### src/rtl/accel_stall_ctrl.sv
// Issue/stall controller for the multi-cycle accelerators (NTT, PWAM, MUL, Keccak).
// Sends a start pulse to the selected unit and stalls the pipeline until done, flush or timeout.
module accel_stall_ctrl #(
    parameter int TIMEOUT_CYCLES = 1024,
    parameter int CNT_W          = 16
) (
    input  logic             CLK,
    input  logic             RST,
    input  logic             issue_valid,
    input  logic [1:0]       issue_unit,
    input  logic             flush,
    input  logic [3:0]       unit_done,
    input  logic             err_clr,
    output logic [3:0]       unit_start,
    output logic             ntt_stall,
    output logic             pwam_stall,
    output logic             mulstall,
    output logic             keccak_stall,
    output logic             busy,
    output logic             timeout_err,
    output logic [CNT_W-1:0] last_latency
);

    typedef enum logic [1:0] {S_IDLE, S_ISSUE, S_WAIT} state_t;

    localparam logic [CNT_W-1:0] CNT_LAST = CNT_W'(TIMEOUT_CYCLES - 1);

    state_t           state_reg, state_next;
    logic [1:0]       cur_unit_reg, cur_unit_next;
    logic [CNT_W-1:0] counter_reg, counter_next;
    logic [CNT_W-1:0] last_latency_reg, last_latency_next;
    logic             timeout_err_reg, timeout_err_next;

    logic       accept;
    logic       done_hit;
    logic       timeout_hit;
    logic       hold;
    logic [3:0] stall_vec;

    assign accept      = (state_reg == S_IDLE) && issue_valid && !flush;
    assign done_hit    = (state_reg == S_WAIT) && unit_done[cur_unit_reg];
    assign timeout_hit = (state_reg == S_WAIT) && !done_hit && (counter_reg == CNT_LAST);
    // An in-flight op keeps its stall line until the cycle it is released.
    assign hold        = (state_reg != S_IDLE) && !flush && !done_hit && !timeout_hit;

    always_ff @(posedge CLK) begin
        if (RST) begin
            state_reg        <= S_IDLE;
            cur_unit_reg     <= 2'd0;
            counter_reg      <= '0;
            last_latency_reg <= '0;
            timeout_err_reg  <= 1'b0;
        end else begin
            state_reg        <= state_next;
            cur_unit_reg     <= cur_unit_next;
            counter_reg      <= counter_next;
            last_latency_reg <= last_latency_next;
            timeout_err_reg  <= timeout_err_next;
        end
    end

    always_comb begin
        state_next        = state_reg;
        cur_unit_next     = cur_unit_reg;
        counter_next      = counter_reg;
        last_latency_next = last_latency_reg;
        case (state_reg)
            S_IDLE: begin
                if (accept) begin
                    state_next    = S_ISSUE;
                    cur_unit_next = issue_unit;
                end
            end
            S_ISSUE: begin
                state_next   = flush ? S_IDLE : S_WAIT;
                counter_next = '0;
            end
            S_WAIT: begin
                // Flush takes priority: an aborted op records neither latency nor timeout.
                if (flush) begin
                    state_next = S_IDLE;
                end else if (done_hit) begin
                    state_next        = S_IDLE;
                    last_latency_next = counter_reg + 1'b1;
                end else if (timeout_hit) begin
                    state_next = S_IDLE;
                end else if (counter_reg != CNT_LAST) begin
                    counter_next = counter_reg + 1'b1;
                end
            end
            default: state_next = S_IDLE;
        endcase

        timeout_err_next = timeout_err_reg;
        if (timeout_hit && !flush) begin
            timeout_err_next = 1'b1;
        end else if (err_clr) begin
            timeout_err_next = 1'b0;
        end
    end

    always_comb begin
        unit_start = 4'b0000;
        if ((state_reg == S_ISSUE) && !flush) begin
            unit_start[cur_unit_reg] = 1'b1;
        end
    end

    for (genvar gi = 0; gi < 4; gi++) begin : g_stall
        assign stall_vec[gi] = (accept && (issue_unit == 2'(gi)))
                             || (hold && (cur_unit_reg == 2'(gi)));
    end

    assign ntt_stall    = stall_vec[0];
    assign pwam_stall   = stall_vec[1];
    assign mulstall     = stall_vec[2];
    assign keccak_stall = stall_vec[3];
    assign busy         = (state_reg != S_IDLE);
    assign timeout_err  = timeout_err_reg;
    assign last_latency = last_latency_reg;

endmodule

### config.mk
export PLATFORM = sky130hd
export DESIGN_NAME = accel_stall_ctrl
export DESIGN_NICKNAME = d
export VERILOG_FILES = /design/src/rtl/accel_stall_ctrl.sv
export SDC_FILE = /design/constraint.sdc
export NUM_CORES = 1
export LEC_CHECK = 0
export ABC_CLOCK_PERIOD_IN_PS = 2100
export CORE_MARGIN = 2
export CORE_UTILIZATION = 46
export DETAILED_ROUTE_END_ITERATION = 8
export PLACE_DENSITY = 0.82
export SLEW_MARGIN = 20
export SYNTH_ARGS = -nofsm -noshare
export SYNTH_HDL_FRONTEND = slang
export SYNTH_SLANG_ARGS = --single-unit
### constraint.sdc
create_clock -name CLK -period 2.1 [get_ports CLK]
set_input_delay 0.42 -clock CLK [delete_from_list [all_inputs] [get_ports CLK]]
set_output_delay 0.42 -clock CLK [all_outputs]
set_load 0.05 [all_outputs]
==> impl_metrics.yaml <==
timing:
  rsz0062_at_grt: "yes"
  tns_ns: -1.80
  fin_skew_ns: 0.00350
  relSlewSlack: 0.658
  fmax_mhz: 410
  setup_ws_ns: -0.339
  finalCriticalPeriod_ns: 2.44
  worstMarginPinSlew_ns: 0.511
  hold_viol_final: 0
  hold-worst-slack_ns: 0.496
  fin_crit_sh: 1.16
  setup_viol: 19
  slew_viol_final: 0
detailed_routing:
  drtIter0Drc: 177
  drt_wl_total_mm: 5.19
  detail-route-antenna-nets: 0
  avgRoutedWirePerCell_um: 15.1
  routed_via_density: 5.69
  drt_first_pass_iters: 5
  post-route-drc-count: 0
  vias: 1952
layout:
  regArea_sq_um: 744
  stdcell_count: 343
  layout-drive-gt1-share: 0.341
  multi_input_area_sq_um: 1270
  fillers: 285
  nets: 304
  diodes: 0
  finish.utilization: 0.742
  areaGrowthSynthToFinish_pct: 56.5
yosys:
  synthTopCellsByArea: "dfxtp_1 40%, a211oi_1 6.8%, nor2_1 5.4%"
  syn_area_sq_um: 1870
  netlist.area_leader.share: 0.397
  ys_types: 46
  synth_commonest_cells: "37 x dfxtp_1, 27 x nor2_1, 18 x a21oi_1, 18 x nand2_1, 17 x a211oi_1"
  synthCells: 218
  synth_seq_cells: 37
  synth.net_count: 230
  avgSynthCellArea_sq_um: 8.57
  synth-edff-count: 0
  yosysWarningCount: 0
  ys_seq_area_frac: 0.397
  yosysMostFrequentCell: "dfxtp_1"
  synthFlopType: "dfxtp_1"
  yosysTopAreaCell: "dfxtp_1"
  synth_async_sr_flop_share: 0
pwr:
  swShare: 0.251
  seq_power_share: 0.520
  p_comb_frac: 0.126
  vdd_ir_drop_max_v: 0.000322
  power.total_uw: 1360
  p_int_uw: 1020
  powerDensity_nw_per_um2: 466
  p_sw_uw: 342
  clkPwrFrac: 0.354
  p_leak_uw: 0.00104
clock_tree:
  clock_path_buffers: 2
  clk_pin_slew_ns: 0.07
  cts-root-buf: "clkbuf_8"
  htree_num_levels: 2
  clk_latency_ns: 0.30
  cts_buffers: 5
  cts_hold_buf: 0
  cts_tree: "yes"
  cts.sinks: 37
place:
  dpl.hpwl_mm: 3.41
  gp_congestion: 0.806
  io_buffers: 36
  dpl.cell_count: 327
global_routing:
  gr-total-overflow: 0
  grt_pass1_vias: 1715
  grt_pass1_wl_mm: 7.98
  grt_antenna_before_repair: 0
  grt_usage: 0.234
  grt_max_degree: 27
floorplanning:
  floorplan.initialDensity: 0.474
  ios: 37
  row_count: 23
  die_h_um: 67.7
  dieArea_sq_um: 4590
  core_sq_um: 3940
  dieWidth_um: 67.7
critical_path:
  critical_path_class: "flop to primary output"
  cp-start-kind: "flop"
  crit_slowest_cell: "mux4_2"
  max_stage_delay_ns: 0.51
  cp-end-kind: "primary output"
  crit_arrival_ns: 2.02
  cp.required_ns: 1.68
  path_cells: "mux4_2 -> inv_2 -> a31oi_1 -> or2_4 -> o31ai_4 -> buf_12"
  cp_max_fo: 4
status:
  violations: "negative setup slack"
  status: "finished, violations left"
min_path:
  hold_path.class: "flop to flop"
job:
  cap_viol_max_count: 0
==> cells in the final DEF (no fill, tap or decap), types with 2 or more instances in the layout <==
cell type | synthesis | routed
dlygate4sd2_1 | 0 | 4
dfxtp_1 | 37 | 36
xor2_1 | 8 | 8
a21oi_1 | 18 | 10
clkbuf_8 | 0 | 5
o21ba_2 | 2 | 2
and2_4 | 1 | 4
clkbuf_1 | 8 | 3
or2_4 | 0 | 2
nor2_4 | 0 | 2
nand2b_1 | 5 | 5
a21o_1 | 2 | 2
o22ai_4 | 0 | 2
clkdlybuf4s50_1 | 0 | 23
nor2_1 | 27 | 24
o21ai_1 | 0 | 2
xnor2_1 | 5 | 5
and4_1 | 4 | 3
nor3b_1 | 2 | 2
nand4_1 | 3 | 3
nor2b_1 | 3 | 3
a21oi_2 | 0 | 8
a211oi_2 | 0 | 3
nand2_1 | 18 | 18
nand3_1 | 7 | 7
buf_12 | 0 | 8
buf_4 | 1 | 40
buf_6 | 1 | 3
a211oi_1 | 17 | 14
mux2i_1 | 3 | 3
a311oi_1 | 6 | 5
==> through the flow <==
step	worst slack (ns)	cell area [sq um]
2_1_floorplan	-0.196	1930
5_1_grt	-0.431	2920
6_report	-0.339	2920
4_1_cts	-0.345	2750
3_3_place_gp	-0.478	2640
3_5_place_dp	-0.515	2640
==> area by class of cell <==
| class | instances | share of cell area |
|---|---|---|
| multi-input combinational | 168 | 0.434 |
| timing repair buffer | 78 | 0.260 |
| sequential | 37 | 0.255 |
| clock buffer | 8 | 0.0274 |
| tap | 50 | 0.0214 |
| inverter | 2 | 0.00257 |
==> power groups by stage <==
stage,Clock (uW),Sequential (uW),Combinational (uW)
after floorplan,0,737,66.8
after CTS,495,709,160
final,483,709,171
after detailed placement,0,725,160
after global routing,529,709,182
after global placement,0,725,156
==> path summary, 6_finish.rpt <==
kind,startpoint,endpoint,slack (ns),depth (start not counted)
worst min register to register,last_latency[4],last_latency[4],0.50,2
worst max register to register,cur_unit_reg[0],counter_reg[4],-0.09,9
worst max-delay path,cur_unit_reg[0],ntt_stall,-0.34,6
worst min-delay path,last_latency[4],last_latency[4],0.50,2
==> what timing repair did <==
action,CTS,global route
cloned,1,2
pin swaps,5,19
resized for setup,11,29
buffers inserted,0,5
setup endpoints to repair,23,20
==> per-layer routing <==
metal | track usage | share of wire | up-vias
met5 | 0 | 0 | -
met4 | 0.0969 | 0.025 | 0
met3 | 0.0717 | 0.071 | 12
met2 | 0.379 | 0.49 | 88
met1 | 0.287 | 0.41 | 905
li1 | - | - | 947
==> worst max-delay path, delay by kind of cell (launching register included) <==
kind | cells | cell delay [ns]
AND/OR/NAND/NOR | 1 | 0.31
AO/OA/AOI/OAI | 2 | 0.30
flip-flops | 1 | 0.35
buffers and inverters | 2 | 0.24
multiplexers | 1 | 0.51
==> cells by family after synthesis <==
kind of cell | after synthesis | synth area share
fa+ha+maj | 1 | 0.00670
mux | 5 | 0.0342
simple gates | 86 | 0.244
compound gates | 60 | 0.217
buf+inv | 16 | 0.0409
xor+xnor | 13 | 0.0610
flops | 37 | 0.397
Note: power is estimated with default switching activity, not from simulation.
